**config.mk**
```make
export PLATFORM = sky130hd
export DESIGN_NAME = ad7984_acq_sequencer_flat
export DESIGN_NICKNAME = d
export VERILOG_FILES = /design/src/rtl/ad7984_acq_sequencer_if.sv /design/src/rtl/ad7984_acq_sequencer.sv /design/src/flat_wrapper.sv
export SDC_FILE = /design/constraint.sdc
export NUM_CORES = 1
export LEC_CHECK = 0
export ABC_AREA = 1
export BUFFER_PORTS_ARGS = -buffer_cell sky130_fd_sc_hd__buf_2
export CORE_UTILIZATION = 36
export CTS_CLUSTER_DIAMETER = 60
export DETAILED_ROUTE_END_ITERATION = 7
export GPL_TIMING_DRIVEN = 1
export SLEW_MARGIN = 40
export SYNTH_ARGS = -nofsm -noshare
export SYNTH_HDL_FRONTEND = slang
export SYNTH_SLANG_ARGS = --single-unit
```
**constraint.sdc**
```tcl
create_clock -name WB_CLK -period 3.4 [get_ports WB_CLK]
set_input_delay 0.51 -clock WB_CLK [delete_from_list [all_inputs] [get_ports WB_CLK]]
set_output_delay 0.51 -clock WB_CLK [all_outputs]
set_load 0.02 [all_outputs]
```
**src/rtl/ad7984_acq_sequencer_if.sv**
```systemverilog
// Wishbone slave bus bundle for the AD7984 acquisition sequencer.
interface ad7984_acq_sequencer_if #(
    parameter int unsigned ADR_W = 8,
    parameter int unsigned DAT_W = 32
);
    logic             WBS_CYC;
    logic             WBS_STB;
    logic             WBS_WE;
    logic             WBS_RD;
    logic [3:0]       WBS_BYTE_STB;
    logic [ADR_W-1:0] WBS_ADR;
    logic [DAT_W-1:0] WBS_WR_DAT;
    logic [DAT_W-1:0] WBS_RD_DAT;
    logic             WBS_ACK;

    modport master (
        output WBS_CYC, WBS_STB, WBS_WE, WBS_RD, WBS_BYTE_STB, WBS_ADR, WBS_WR_DAT,
        input  WBS_RD_DAT, WBS_ACK
    );

    modport slave (
        input  WBS_CYC, WBS_STB, WBS_WE, WBS_RD, WBS_BYTE_STB, WBS_ADR, WBS_WR_DAT,
        output WBS_RD_DAT, WBS_ACK
    );
endinterface

```
**src/rtl/ad7984_acq_sequencer.sv**
```systemverilog
// AD7984 acquisition sequencer: periodic CNV/SCK sequencing, sample FIFO,
// fill-level SDMA request and interrupt, all behind one Wishbone slave slot.
module ad7984_acq_sequencer #(
    parameter int unsigned ADDR_WIDTH     = 17,
    parameter int unsigned MUX_ADDR_WIDHT = 9,
    parameter int unsigned DATA_WIDTH     = 32,
    parameter int unsigned SAMPLE_BITS    = 16,
    parameter int unsigned FIFO_DEPTH     = 16
) (
    input  logic                         WB_CLK,
    input  logic                         WB_RST_N,
    ad7984_acq_sequencer_if.slave        wb,
    output logic                         CNV,
    output logic                         SCK,
    input  logic                         SDO,
    output logic                         SDMA_REQ,
    output logic                         IRQ
);
    localparam int unsigned AW = ADDR_WIDTH - MUX_ADDR_WIDHT;
    localparam int unsigned DW = DATA_WIDTH;
    localparam int unsigned SB = SAMPLE_BITS;
    localparam int unsigned BW = $clog2(SB + 1);
    localparam int unsigned PW = $clog2(FIFO_DEPTH);
    localparam int unsigned LW = PW + 1;

    localparam logic [1:0] S_IDLE = 2'd0;
    localparam logic [1:0] S_CONV = 2'd1;
    localparam logic [1:0] S_READ = 2'd2;
    localparam logic [1:0] S_PUSH = 2'd3;

    logic          ack_q, en_q, oneshot_q, ie_q, ovf_q, miss_q, sdma_q, irq_q;
    logic [15:0]   period_q, tmr_q;
    logic [7:0]    tconv_q, thresh_q;
    logic [3:0]    sck_div_q;
    logic [DW-1:0] rd_dat_q, rd_mux_c;

    logic [1:0]    state_q, state_nx;
    logic [7:0]    cnt_q, cnt_nx;
    logic [BW-1:0] bit_q, bit_nx;
    logic [SB-1:0] sh_q, sh_nx;
    logic          cnv_q, cnv_nx, sck_q, sck_nx, push_c;

    logic [SB-1:0] mem [FIFO_DEPTH];
    logic [PW-1:0] wp_q, rp_q;
    logic [LW-1:0] level_q;

    logic       req_c, wr_c, rd_c, ctrl_wr_c, abort_c, fifo_clr_c, tick_c;
    logic       pop_c, empty_c, full_c, do_push_c, ovf_set_c, miss_set_c, sdma_c;
    logic [2:0] sel_c;
    logic       unused_bits;

    assign req_c      = wb.WBS_CYC & wb.WBS_STB & ~ack_q;
    assign wr_c       = req_c & wb.WBS_WE & (|wb.WBS_BYTE_STB);
    assign rd_c       = req_c & ~wb.WBS_WE & wb.WBS_RD;
    assign sel_c      = wb.WBS_ADR[4:2];
    assign ctrl_wr_c  = wr_c & (sel_c == 3'd0);
    assign abort_c    = ctrl_wr_c & en_q & ~wb.WBS_WR_DAT[0];
    assign fifo_clr_c = ctrl_wr_c & wb.WBS_WR_DAT[2];
    assign unused_bits = ^{wb.WBS_ADR[AW-1:5], wb.WBS_ADR[1:0], wb.WBS_WR_DAT[DW-1:18]};

    assign tick_c     = (en_q & (tmr_q == 16'd0)) | oneshot_q;
    assign miss_set_c = tick_c & (state_q != S_IDLE);
    assign empty_c    = (level_q == '0);
    assign full_c     = (level_q == LW'(FIFO_DEPTH));
    assign pop_c      = rd_c & (sel_c == 3'd5) & ~empty_c;
    assign do_push_c  = push_c & (~full_c | pop_c);
    assign ovf_set_c  = push_c & full_c & ~pop_c;
    assign sdma_c     = (thresh_q != 8'd0) & (16'(level_q) >= 16'(thresh_q));

    // Register read mux; DATA returns the FIFO head with a valid flag in the MSB.
    always_comb begin
        rd_mux_c = '0;
        case (sel_c)
            3'd0: rd_mux_c = DW'({ie_q, 2'b00, en_q});
            3'd1: rd_mux_c = DW'(period_q);
            3'd2: rd_mux_c = DW'(tconv_q);
            3'd3: rd_mux_c = DW'(sck_div_q);
            3'd4: begin
                rd_mux_c[7:0] = 8'(level_q);
                rd_mux_c[8]   = empty_c;
                rd_mux_c[9]   = full_c;
                rd_mux_c[16]  = ovf_q;
                rd_mux_c[17]  = miss_q;
            end
            3'd5: if (!empty_c) begin
                rd_mux_c[DW-1]   = 1'b1;
                rd_mux_c[SB-1:0] = mem[rp_q];
            end
            3'd6: rd_mux_c = DW'(thresh_q);
            default: rd_mux_c = '0;
        endcase
    end

    // Bus registers, sticky flags, period timer and registered status outputs.
    always_ff @(posedge WB_CLK) begin
        if (!WB_RST_N) begin
            ack_q <= 1'b0; en_q <= 1'b0; oneshot_q <= 1'b0; ie_q <= 1'b0;
            ovf_q <= 1'b0; miss_q <= 1'b0; sdma_q <= 1'b0; irq_q <= 1'b0;
            period_q <= '0; tmr_q <= '0; tconv_q <= '0; thresh_q <= '0;
            sck_div_q <= '0; rd_dat_q <= '0;
        end else begin
            ack_q     <= req_c;
            oneshot_q <= 1'b0;
            if (ctrl_wr_c) begin
                en_q      <= wb.WBS_WR_DAT[0];
                oneshot_q <= wb.WBS_WR_DAT[1];
                ie_q      <= wb.WBS_WR_DAT[3];
            end
            if (wr_c && sel_c == 3'd1) period_q  <= wb.WBS_WR_DAT[15:0];
            if (wr_c && sel_c == 3'd2) tconv_q   <= wb.WBS_WR_DAT[7:0];
            if (wr_c && sel_c == 3'd3) sck_div_q <= wb.WBS_WR_DAT[3:0];
            if (wr_c && sel_c == 3'd6) thresh_q  <= wb.WBS_WR_DAT[7:0];
            if (ovf_set_c) ovf_q <= 1'b1;
            else if (wr_c && sel_c == 3'd4 && wb.WBS_WR_DAT[16]) ovf_q <= 1'b0;
            if (miss_set_c) miss_q <= 1'b1;
            else if (wr_c && sel_c == 3'd4 && wb.WBS_WR_DAT[17]) miss_q <= 1'b0;
            rd_dat_q <= rd_c ? rd_mux_c : '0;
            sdma_q   <= sdma_c;
            irq_q    <= ie_q & (sdma_c | ovf_q | miss_q);
            if (!en_q)                 tmr_q <= '0;
            else if (tmr_q == 16'd0)   tmr_q <= period_q - 16'd1;
            else                       tmr_q <= tmr_q - 16'd1;
        end
    end

    // Conversion sequencer next-state logic; an EN clear aborts from any state.
    always_comb begin
        state_nx = state_q;
        cnt_nx   = cnt_q;
        bit_nx   = bit_q;
        sh_nx    = sh_q;
        cnv_nx   = 1'b0;
        sck_nx   = 1'b0;
        push_c   = 1'b0;
        case (state_q)
            S_IDLE: if (tick_c) begin
                state_nx = S_CONV;
                cnv_nx   = 1'b1;
                cnt_nx   = tconv_q;
            end
            S_CONV: if (cnt_q == 8'd0) begin
                state_nx = S_READ;
                cnt_nx   = 8'(sck_div_q);
                bit_nx   = BW'(SB - 1);
            end else begin
                cnt_nx = cnt_q - 8'd1;
                cnv_nx = 1'b1;
            end
            S_READ: begin
                sck_nx = sck_q;
                if (cnt_q != 8'd0) begin
                    cnt_nx = cnt_q - 8'd1;
                end else begin
                    cnt_nx = 8'(sck_div_q);
                    if (!sck_q) begin
                        sck_nx = 1'b1;
                        sh_nx  = SB'({sh_q, SDO});
                    end else begin
                        sck_nx = 1'b0;
                        if (bit_q == '0) state_nx = S_PUSH;
                        else             bit_nx   = bit_q - 1'b1;
                    end
                end
            end
            S_PUSH: begin
                push_c   = 1'b1;
                state_nx = S_IDLE;
            end
            default: state_nx = S_IDLE;
        endcase
        if (abort_c) begin
            state_nx = S_IDLE;
            cnv_nx   = 1'b0;
            sck_nx   = 1'b0;
            push_c   = 1'b0;
        end
    end

    always_ff @(posedge WB_CLK) begin
        if (!WB_RST_N) begin
            state_q <= S_IDLE; cnt_q <= '0; bit_q <= '0; sh_q <= '0;
            cnv_q <= 1'b0; sck_q <= 1'b0;
        end else begin
            state_q <= state_nx; cnt_q <= cnt_nx; bit_q <= bit_nx; sh_q <= sh_nx;
            cnv_q <= cnv_nx; sck_q <= sck_nx;
        end
    end

    // Sample FIFO pointers; a clear empties it without touching OVF.
    always_ff @(posedge WB_CLK) begin
        if (!WB_RST_N || fifo_clr_c) begin
            wp_q <= '0; rp_q <= '0; level_q <= '0;
        end else begin
            if (do_push_c) wp_q <= wp_q + 1'b1;
            if (pop_c)     rp_q <= rp_q + 1'b1;
            level_q <= level_q + LW'(do_push_c) - LW'(pop_c);
        end
    end

    always_ff @(posedge WB_CLK) begin
        if (do_push_c) mem[wp_q] <= sh_q;
    end

    assign wb.WBS_ACK    = ack_q;
    assign wb.WBS_RD_DAT = rd_dat_q;
    assign CNV           = cnv_q;
    assign SCK           = sck_q;
    assign SDMA_REQ      = sdma_q;
    assign IRQ           = irq_q;
endmodule

```
**src/flat_wrapper.sv**
```systemverilog
// flat-port wrapper written by rule: the top's interface ports become plain ports
module ad7984_acq_sequencer_flat 
#(
    parameter int unsigned ADDR_WIDTH     = 17,
    parameter int unsigned MUX_ADDR_WIDHT = 9,
    parameter int unsigned DATA_WIDTH     = 32,
    parameter int unsigned SAMPLE_BITS    = 16,
    parameter int unsigned FIFO_DEPTH     = 16
)
  (WB_CLK, WB_RST_N, CNV, SCK, SDO, SDMA_REQ, IRQ, wb_WBS_CYC, wb_WBS_STB, wb_WBS_WE, wb_WBS_RD, wb_WBS_BYTE_STB, wb_WBS_ADR, wb_WBS_WR_DAT, wb_WBS_RD_DAT, wb_WBS_ACK);
  ad7984_acq_sequencer_if #(.ADR_W(8), .DAT_W(32)) wb_i ();
  input  logic WB_CLK;
  input  logic WB_RST_N;
  output logic CNV;
  output logic SCK;
  input  logic SDO;
  output logic SDMA_REQ;
  output logic IRQ;
  input wire logic [$bits(wb_i.WBS_CYC)-1:0] wb_WBS_CYC;
  input wire logic [$bits(wb_i.WBS_STB)-1:0] wb_WBS_STB;
  input wire logic [$bits(wb_i.WBS_WE)-1:0] wb_WBS_WE;
  input wire logic [$bits(wb_i.WBS_RD)-1:0] wb_WBS_RD;
  input wire logic [$bits(wb_i.WBS_BYTE_STB)-1:0] wb_WBS_BYTE_STB;
  input wire logic [$bits(wb_i.WBS_ADR)-1:0] wb_WBS_ADR;
  input wire logic [$bits(wb_i.WBS_WR_DAT)-1:0] wb_WBS_WR_DAT;
  output wire logic [$bits(wb_i.WBS_RD_DAT)-1:0] wb_WBS_RD_DAT;
  output wire logic [$bits(wb_i.WBS_ACK)-1:0] wb_WBS_ACK;
  assign wb_i.WBS_CYC = wb_WBS_CYC;
  assign wb_i.WBS_STB = wb_WBS_STB;
  assign wb_i.WBS_WE = wb_WBS_WE;
  assign wb_i.WBS_RD = wb_WBS_RD;
  assign wb_i.WBS_BYTE_STB = wb_WBS_BYTE_STB;
  assign wb_i.WBS_ADR = wb_WBS_ADR;
  assign wb_i.WBS_WR_DAT = wb_WBS_WR_DAT;
  assign wb_WBS_RD_DAT = wb_i.WBS_RD_DAT;
  assign wb_WBS_ACK = wb_i.WBS_ACK;
  ad7984_acq_sequencer #(.ADDR_WIDTH(ADDR_WIDTH), .MUX_ADDR_WIDHT(MUX_ADDR_WIDHT), .DATA_WIDTH(DATA_WIDTH), .SAMPLE_BITS(SAMPLE_BITS), .FIFO_DEPTH(FIFO_DEPTH)) u_core (.WB_CLK(WB_CLK), .WB_RST_N(WB_RST_N), .wb(wb_i), .CNV(CNV), .SCK(SCK), .SDO(SDO), .SDMA_REQ(SDMA_REQ), .IRQ(IRQ));
endmodule
```
=== After elaboration in Yosys (flattened, before gate mapping) ===
Memory sizes are Yosys's and may differ from the RTL's. A register that Yosys moved wholly into a read port is not among the register bits.
Index checks and enable logic that the tools add are counted.

* $add $sub $neg: 8
* Magnitude comparators: 1
* Equality and inequality tests: 16
* Multiplexer cells: 34
* Bitwise operators: 33
* Reduce and logical (&&, ||, !) cells: 34

{| class="wikitable"
|+ Operator list
! operator !! number
|-
| $pmux 10 s7 || 1
|-
| $mux 16 || 2
|-
| $sub 16x1->16 const B || 2
|-
| $mux 8 || 3
|-
| $pmux 8 s3 || 1
|-
| $mux 5 || 4
|-
| $and 1x1->1 || 19
|-
| $logic_not 16->1 || 1
|-
| $reduce_bool 8->1 || 2
|-
| $mux 1 || 12
|-
| $pmux 6 s2 || 1
|-
| $logic_not 5->1 || 2
|-
| $mux 2 || 5
|-
| $not 1->1 || 10
|-
| $pmux 5 s2 || 1
|-
| $reduce_and 5->1 || 2
|-
| $eq 3x3->1 const B || 3
|-
| $reduce_and 3->1 || 3
|-
| $add 4x1->4 const B || 2
|-
| $ge 5x8->1 || 1
|-
| $logic_not 8->1 || 1
|-
| $mux 4 || 2
|-
| $ne 2x1->1 const B || 4
|-
| $pmux 2 s4 || 1
|-
| 23 further kinds || 41
|}

* Bits in registers: 138
* Bits in writable memories: 256
* Input port bits: 51
* Output and inout bits: 37
* Word-level logic and storage cells: 153
* Memories kept: 1

{| class="wikitable"
|+ Memories
! memory !! depth !! width !! read ports !! clocked after Yosys merged registers in !! wr ports !! RTL line !! text
|-
| u_core.mem || 16 || 16 || 1 || 1 || 1 || ad7984_acq_sequencer.sv:43 || <nowiki>logic [SB-1:0] mem [FIFO_DEPTH];</nowiki>
|}

=== Depth between registers and ports, before layout ===
Gate-level depths: netlist (run 1).

* Depth after elaboration: 11
* Gate-level depth with buffers: 15
* Gate-level depth less buffers: 15

=== Worst setup path after synthesis (run 1) ===
No wires, ideal clock.

* Kind: input to register
* Start point: input wb_WBS_ADR[3]
* End point: memory u_core.mem[11][0] (netlist bit), enable pin
* Library setup time: 388 ps
* Arrival time: 2125 ps
* Data required time: 3012 ps
* Slack: 887 ps
* Stages on the path: 9
* Path buffers: 0
* Cells stage by stage: inv_1 > nand2_1 > nor2_1 > nand2_2 > nor2_4 > nor2_2 > nor2_8 > nand3_1 > nor2_1

* Longest elaborated chain between the ends: 8
* Elaborated cells on any way between the ends: 12
* Classes of those cells: 1 x eq/ne; 3 x mux; 7 x bitwise; 1 x reduce/logical

{| class="wikitable"
|+ Ends and longest elaborated chain
! element !! RTL line !! text
|-
| start: declaration || flat_wrapper.sv:24 || <nowiki>input wire logic [$bits(wb_i.WBS_ADR)-1:0] wb_WBS_ADR;</nowiki>
|-
| $logic_not 3->1 || ad7984_acq_sequencer.sv:56 || <nowiki>assign ctrl_wr_c = wr_c & (sel_c == 3'd0);</nowiki>
|-
| $and 1x1->1 || ad7984_acq_sequencer.sv:56 ||
|-
| $and 1x1->1 (2 in a row) || ad7984_acq_sequencer.sv:57 || <nowiki>assign abort_c = ctrl_wr_c & en_q & ~wb.WBS_WR_DAT[0];</nowiki>
|-
| $mux 1 || ad7984_acq_sequencer.sv:171 || <nowiki>if (abort_c) begin</nowiki>
|-
| $and 1x1->1 (*) || ad7984_acq_sequencer.sv:66 || <nowiki>assign do_push_c = push_c & (~full_c | pop_c);</nowiki>
|-
| $mux 1 (*) || ad7984_acq_sequencer.sv:201 || <nowiki>if (do_push_c) mem[wp_q] <= sh_q;</nowiki>
|-
| $mux 1 (not written as such) (*) || ad7984_acq_sequencer.sv:201 ||
|-
| end: declaration || ad7984_acq_sequencer.sv:43 ||
|}

Mark *: on every way between the ends. The rest lies on a longest branch, timed or not.

=== Final worst setup path (run 1) ===
* Start point: register u_core.level_q[3]
* End point: register u_core.level_q[4]

* Longest elaborated chain between the ends: 7
* Elaborated cells on any way between the ends: 9
* Classes of those cells: 2 x add/sub; 1 x eq/ne; 5 x bitwise; 1 x reduce/logical

{| class="wikitable"
|+ Ends and longest elaborated chain
! element !! RTL line !! text
|-
| start: declaration || ad7984_acq_sequencer.sv:45 || <nowiki>logic [LW-1:0] level_q;</nowiki>
|-
| start signal: assignment || ad7984_acq_sequencer.sv:196 || <nowiki>level_q <= level_q + LW'(do_push_c) - LW'(pop_c);</nowiki>
|-
| $logic_not 5->1 || ad7984_acq_sequencer.sv:63 || <nowiki>assign empty_c = (level_q == '0);</nowiki>
|-
| $not 1->1 || ad7984_acq_sequencer.sv:65 || <nowiki>assign pop_c = rd_c & (sel_c == 3'd5) & ~empty_c;</nowiki>
|-
| $and 1x1->1 || ad7984_acq_sequencer.sv:65 ||
|-
| $or 1x1->1 || ad7984_acq_sequencer.sv:66 ||
|-
| $and 1x1->1 || ad7984_acq_sequencer.sv:66 ||
|-
| $add 5x1->5 || ad7984_acq_sequencer.sv:196 ||
|-
| $sub 5x1->5 (*) || ad7984_acq_sequencer.sv:196 ||
|}

Marked as above.
A chain may end at the register's enable or synchronous reset.

==> metrics.md, run 1 <==
| Metric | Value |
|---|---|
| First-pass DRT Iterations | 8 |
| Worst Hold Class | in -> reg |
| CORE AREA | roughly 44000 µm² |
| Post-CTS Setup Bufs | 0 |
| DP Wirelength | around 26000 µm |
| F_max | roughly 370 MHz |
| CTS resizes | 0 |
| Maximum VDD drop | around 0.00036 V |
| Cell Chain, Critical Path | inv_1 -> ha_1 -> nand4_1 -> nand2_2 -> nor2_4 -> nor2_2 -> nor2_8 -> ha_1 -> fa_1 -> nand2_1 -> a21oi_1 -> or3_1 -> a21oi_1 |
| Fraction of registers with async set/reset | 0 |
| Global-route wire length before repair | around 64000 µm |
| Total Routing Usage GR | 0.178 |
| Worst EP arrival | about 3100 ps |
| Worst setup EP type | register |
| Critical Path Source Type | register |
| DR vias/cell | slightly above 5 |
| Area delta synth->final | 14.4% |
| Antenna cell count | 0 |
| Fill cell count | slightly above 4k |
| Fin crit period | approximately 2700 ps |
| Post-synthesis mux area share | 0 |
| Worst Max-Slew Pin Slew | 788 ps |
| Number of flops mapped to enable cells by yosys | 256 |
| Initial Utilization | 0.367 |
| CTS buffer count | 41 |
| Critical path's slowest cell | fa_1 |
| Die Ht | ~210 µm |
| Min Hold Slack | between 200 and 250 ps |
| Library cells used by synthesis | between 50 and 60 |
| H-tree depth | 2 |
| Status | complete, no violations |
| Clock buffer depth | 3 |
| Nets | about 1.7k |
| Die area | approximately 46000 µm² |
| Final setup TNS | 0 ps |
| Post-DR wirelength/cell | between 15 and 20 µm |
| Primary FF master, synth | edfxtp_1 |
| Netlist Area Pre-Place | between 15000 and 20000 µm² |
| Final Wtd Congestion | 0.862 |
| Mapped Cells | 1594 |
| CTS tree | yes |
| Max FO, Critical Path | 10 |
| Die X-Extent | 215 µm |
| Vias in the first global route | 11.2k |
| ANT nets after route | 0 |
| Max transition margin | 0.472 |
| DRT Wirelength | 41200 µm |
| Total of max-cap violations | 0 |
| Slew Viols, Final | 0 |
| Utilization after layout | 0.420 |
| Grt ovf | 0 |
| Port-buffer cells | 55 |
| CP required | 3850 ps |
| Delay of the slowest critical-path stage | 410 ps |
| Compound-Gate Fraction of Synth Area | 0.139 |
| Share of layout cells above drive strength 1 | 0.130 |
| Worst-path clk slew | roughly 60 ps |
| Clock Skews | approximately 24 ps |
| Cell leakage power | around 6.6 nW |
| Hold Fails Final Rpt | 0 |
| Setup-failing EPs final | 0 |
| Vias | between 10k and 15k |
| Syn Area/Cell | 10.2 µm² |
| Tcrit/Tclk final | 0.789 |
| Main combinational cell family by area after synthesis | simple AND/OR/NAND/NOR gates |
| Register area share after synthesis | 0.630 |
| Adder-cell share of the synthesized area | 0.0204 |
| Initial antenna violation count | 0 |
| Pin count of the biggest net entering global routing | approximately 130 |
| Synthesized flop and latch total | between 300 and 400 |
| Row Count | between 70 and 80 |
| Post-route DRC | 0 |
| Top-Level Pins | 88 |
| Power density cells | a little under 600 nW/µm² |
| Synth Warn # | 0 |
| Crit Path Category | reg -> reg |
| Buf/Inv on CP | 1 |
| Root Buffer | clkbuf_16 |
| CTS Hold Bufs | 0 |
| CP top delay family | simple AND/OR/NAND/NOR gates |
| Iter 0 DRT Violations | 990 |
| RSZ-0062 raised after global routing | false |
| Synth Area in XOR/XNOR | 0.00322 |
| Clk_lat worst skew | ~540 ps |
| Simple-Gate Fraction of Synth Area | 0.153 |
| Clock Sinks | approximately 390 |
## cell usage after synthesis, drive strengths merged, types with 3 or more instances
cell type	n	area (µm²)
inv	115	432
a211oi	4	30.0
nor2	301	1240
or2	4	25.0
a21oi	103	515
nand2	163	664
nor3b	4	30.0
nor3	9	65.1
nand4	7	43.8
clkbuf	47	176
a22oi	3	22.5
nand3b	3	22.5
o221ai	19	166
edfxtp	256	7690
xor2	6	52.6
o22ai	25	156
ha	25	313
o211ai	32	240
o21ai	205	1030
clkinv	3	13.8
a31oi	3	18.8
nand3	69	373
buf	41	264
dfxtp	129	2580
## layout make-up
cell class	count	area (µm²)	share of cell area
flip-flops and latches	385	10300	0.551
multi-input cells	1015	5240	0.281
clock inverters	13	154	0.00825
inverters	118	447	0.0239
clock buffers	61	1190	0.0639
well taps	592	741	0.0397
repair buffers	90	604	0.0324
## where the power goes
group          switching (mW)  internal, mW  leakage (nW)
logic                   0.696         0.340          2.56
clock network            1.79          2.66         0.648
registers               0.300          5.31          3.41
total                    2.78          8.31          6.63
## layout by cell type, fill, tap and decap left out, types with 12 or more instances in the layout
master,n
nor2_1,268
edfxtp_1,256
o21ai_0,192
nand2_1,146
dfxtp_1,127
inv_1,109
a21oi_1,103
nand3_1,65
buf_2,55
clkbuf_16,42
o211ai_1,32
buf_4,29
nor2_2,26
o22ai_1,25
ha_1,25
o221ai_1,19
nand2_2,15
conb_1,13
o21ai_1,12
clkbuf_1,12
## worst register-to-register path, cell delays in order, from the launching register on
cell and delay [ps]:
dfxtp_1 330, inv_1 120, ha_1 180, nand4_1 140
nand2_2 220, nor2_4 90, nor2_2 220, nor2_8 100
ha_1 230, fa_1 410, nand2_1 100, a21oi_1 70
or3_1 300, a21oi_1 120
## logic make-up (layout without fill, tap and decap cells)
logic type,after synthesis,in the layout
AO/OA/AOI/OAI,406,406
XOR/XNOR,6,6
adder cells (fa/ha/maj),26,26
buffers and inverters,206,282
flip-flops,385,385
other,1,13
AND/OR/NAND/NOR,564,564
## registers in the layout, summed over array words and instances (netlist names), 2 cells and up, named ones only
name                  count
u_core.period_q          16
u_core.wp_q               4
u_core.tconv_q            8
u_core.wb.WBS_RD_DAT     19
u_core.tmr_q             16
u_core.sh_q              16
u_core.sck_div_q          4
u_core.bit_q              5
u_core.mem              256
u_core.thresh_q           8
u_core.level_q            5
u_core.state_q            2
u_core.cnt_q              8
u_core.rp_q               4
## through the flow
| stage | cells | power [mW] | setup slack, ps | instance area, µm² |
|---|---|---|---|---|
| after floorplan | 1606 | 6.42 | 887 | 16400 |
| final | 2274 | 11.1 | 718 | 18700 |
| after detailed placement | 2200 | 6.73 | 492 | 17300 |
| after global placement | 2200 | 6.69 | 543 | 17300 |
| after CTS | 2274 | 11.1 | 708 | 18700 |
| after global routing | 2274 | 11.5 | 497 | 18700 |
## worst paths after layout
kind / from / endpoint / slack [ps] / depth (start not counted)
setup / recovery: u_core.level_q[3] / u_core.level_q[4] / 720 / 13
hold / removal: SDO / u_core.sh_q[0] / 240 / 3
setup reg to reg: u_core.level_q[3] / u_core.level_q[4] / 720 / 13
hold reg to reg: u_core.period_q[14] / u_core.period_q[14] / 480 / 2
## metal layers
metal | routed length [µm] | vias to the layer above | global-route usage
li1 | - | 5645 | -
met1 | 18500 | 5626 | 0.246
met4 | 1410 | 0 | 0.0700
met3 | 2470 | 70 | 0.0270
met2 | 18800 | 339 | 0.281
met5 | 0 | - | 0
Note: power is estimated with default switching activity, not from simulation.
==> run 2: changes to the inputs <==
ABC_AREA = 0   (was 1)
clock period = 2.2 ns   (was 3.4 ns; I/O delays follow)
==> run 2 against run 1 <==
The run now ends with negative setup slack left; non-clock buffer count is 95 higher; cell count down 14%; sequential power increased by 38%; fmax grew 14%; design area increased by 6.5%; sequential share of layout area shrank 3.4 points; die area is 1.6% lower; sequential cell count unchanged; worst hold slack got worse by 210 ps; via count decreased by 13%; clock-buffer cell count decreased by 12.
==> metrics.md, run 2 <==
| Metric | Value |
|---|---|
| Status | complete, but fails checks |
| Failing checks | negative setup slack |
| Post-Layout Cell Count | a little under 2k |
| Commonest non-fill, non-tap cell in the layout | edfxtp_1 |
| Busiest grt layer | met2 |
| Synth Warn # | 0 |
| Top-Level Pins | ~90 |
| Worst-path clk slew | 60 ps |
| Hold Fails Final Rpt | 0 |
| Maximum VDD drop | between 0.0005 and 0.0006 V |
| Total of max-cap violations | 0 |
| Nets | approximately 1.4k |
| Library cells used by synthesis | 70 |
| Number of flops mapped to enable cells by yosys | approximately 260 |
| CTS buffer count | 42 |
| Vias in the first global route | 10.2k |
| Clock buffer depth | 3 |
| Worst slack at placement | -406 ps |
| Tcrit/Tclk final | 1.07 |
| Placed cell areas | 18200 µm² |
| Worst setup EP type | register |
| Critical Path Source | u_core.tmr_q[8] |
| Worst Max-Slew Pin Slew | about 720 ps |
| Mapped Cells | 1152 |
| Fin crit period | between 2000 and 2500 ps |
| Count leader, synth | edfxtp_1 |
| Netlist Area Pre-Place | 16100 µm² |
| Most flop-heavy register | u_core.mem |
| Power density cells | 808 nW/µm² |
| RR Startpoint | u_core.tmr_q[8] |
| Synth top area cells | edfxtp_1 (48%), dfxtp_1 (16%), mux4_2 (9.0%) |
| RSZ-0062 raised after global routing | true |
| Total Routing Usage GR | 0.180 |
| Largest register FFs | 256 |
| Grt ovf | 0 |
| CTS tree | yes |
| Most frequent cells in the layout | edfxtp_1 (256), dfxtp_1 (123), nand2_1 (92) |
| Worst EP arrival | 2800 ps |
| H-tree depth | 2 |
| PnR worst setup slack | -161 ps |
| DP Wirelength | 25700 µm |
| Clk_lat worst skew | 570 ps |
| F_max | 423 MHz |
| Clock Skews | approximately 18 ps |
| R2R setup slack | -160 ps |
| GRT met1 Usage | 0.235 |
| Initial antenna violation count | 0 |
| Die area | between 40000 and 50000 µm² |
| Clock Sinks | just under 400 |
| Cell leakage power | 6.93 nW |
| ANT nets after route | 0 |
| Area delta synth->final | 23.8% |
| Worst Hold Class | in -> reg |
| First-pass DRT Iterations | 5 |
| Pin count of the biggest net entering global routing | 55 |
| Register area share after synthesis | 0.640 |
| Primary FF master, synth | edfxtp_1 |
| Largest area contributor in the synthesized netlist | edfxtp_1 |
| Share of layout cells above drive strength 1 | 0.287 |
| Initial Utilization | 0.364 |
| Slew Viols, Final | 0 |
| Root Buffer | clkbuf_16 |
| Syn Area/Cell | ~14 µm² |
| Placed insts | between 1.5k and 2k |
| Critical Path Source Type | register |
| Final Wtd Congestion | roughly 0.90 |
| CP required | approximately 2600 ps |
| Row Count | 77 |
| Reg2reg end | u_core.tmr_q[14] |
| Port-buffer cells | between 50 and 60 |
| Design area | a little under 20000 µm² |
| Die Ht | 213 µm |
| Global-route wire length before repair | 61300 µm |
| Max transition margin | 0.512 |
| Setup-failing EPs final | 20 |
| R2R depth | 9 |
| Utilization after layout | 0.450 |
| Post-DR wirelength/cell | about 21 µm |
| Post-synth top cells | edfxtp_1 (256), dfxtp_1 (129), nand2_1 (92) |
| Min Hold Slack | approximately 35 ps |
| Post-route DRC | 0 |
| Antenna cell count | 0 |
| DRT Wirelength | 40300 µm |
| DR vias/cell | 5.23 |
| Iter 0 DRT Violations | ~800 |
| Yosys top cell area share | 0.479 |
| Fraction of registers with async set/reset | 0 |
| CORE AREA | 44100 µm² |
| Hold path depth | 3 |
| Grt met2 use | 0.301 |
| CP endpoint | u_core.tmr_q[14] |
| Synthesized flop and latch total | a little under 400 |
| Vias | between 10k and 15k |
| Crit Path Category | reg -> reg |
| Die X-Extent | ~210 µm |
| M3 GR Usage | 0.0393 |
| Max FO, Critical Path | 9 |
[run 2: cell types whose count changed after synthesis, sizes merged, moves of 42 or more]
cell	change
a21oi	-42
mux4	+64
mux2i	+50
nor2	-214
nand3	-55
o21ai	-184
nand2	-71
inv	-86
[run 2: layout make-up]
class / count / area [µm²]
Sequential cell: 385 / 10300
Fill cell: 3934 / 24300
Timing Repair Buffer: 185 / 1640
Clock buffer: 49 / 1110
Inverter: 29 / 109
Multi-Input combinational cell: 683 / 5660
Clock inverter: 28 / 335
Tap cell: 592 / 741
[run 2: kinds of logic (layout without fill, tap and decap cells)]
kind of cell               count (synthesis)  after routing  share of synthesized area
other                                      1             13                   0.000234
DFF                                      385            385                      0.640
buffers and inverters                     96            291                     0.0265
adders and majority gates                 26             26                     0.0207
xor gates and xnor gates                  17             17                    0.00927
AOI/OAI and AO/OA                        194            194                     0.0804
muxes                                    120            120                      0.125
and+or+nand+nor                          313            313                     0.0980
[run 2: how the worst min path moves through the flow]
| stage | startpoint | end | slack (ps) |
|---|---|---|---|
| floorplan | u_core.thresh_q[7] | u_core.thresh_q[7] | 440 |
| global placement | u_core.thresh_q[7] | u_core.thresh_q[7] | 460 |
| detailed placement | u_core.thresh_q[7] | u_core.thresh_q[7] | 470 |
| CTS | wb_WBS_WR_DAT[5] | u_core.thresh_q[5] | 2 |
| global route | wb_WBS_WR_DAT[10] | u_core.period_q[10] | 10 |
| finish | wb_WBS_WR_DAT[5] | u_core.thresh_q[5] | 30 |
[run 2: power by group]
group / switching [mW] / total, mW / internal [mW]
combinational: 0.613 / 1.04 / 0.429
sequential: 0.0661 / 7.74 / 7.68
clock: 3.00 / 7.27 / 4.26
total: 3.68 / 16.0 / 12.4
[run 2: worst max-delay path, stage by stage, from the launching register on]
cell and delay (ps):
dfxtp_1 320, or4_4 550, nor4_4 340, and2_4 220
a21oi_2 60, ha_2 210, nand3b_1 130, a31oi_4 80
a31oi_1 240, nor3b_1 70
[run 2: timing repair]
action	CTS	global route
gates cloned	0	0
endpoints found under the hold margin	7	0
setup buffers	2	8
setup endpoints to repair	270	61
resized for setup	15	11
hold buffers	7	0
pin swaps	14	10
[run 2: through the flow]
| step | total power, mW | TNS [ps] |
|---|---|---|
| detailed placement | 8.87 | -47980 |
| global route | 16.6 | -4830 |
| global placement | 8.86 | -44170 |
| CTS | 16.2 | -1130 |
| floorplan | 8.57 | -11590 |
| finish | 16.0 | -1180 |
[run 2: routing by layer]
metal  vias up  routed length [µm]
li1       4734                   -
met1      5153               17600
met2       261               19700
met3        54                2090
met4         0                 835
met5         -                   0
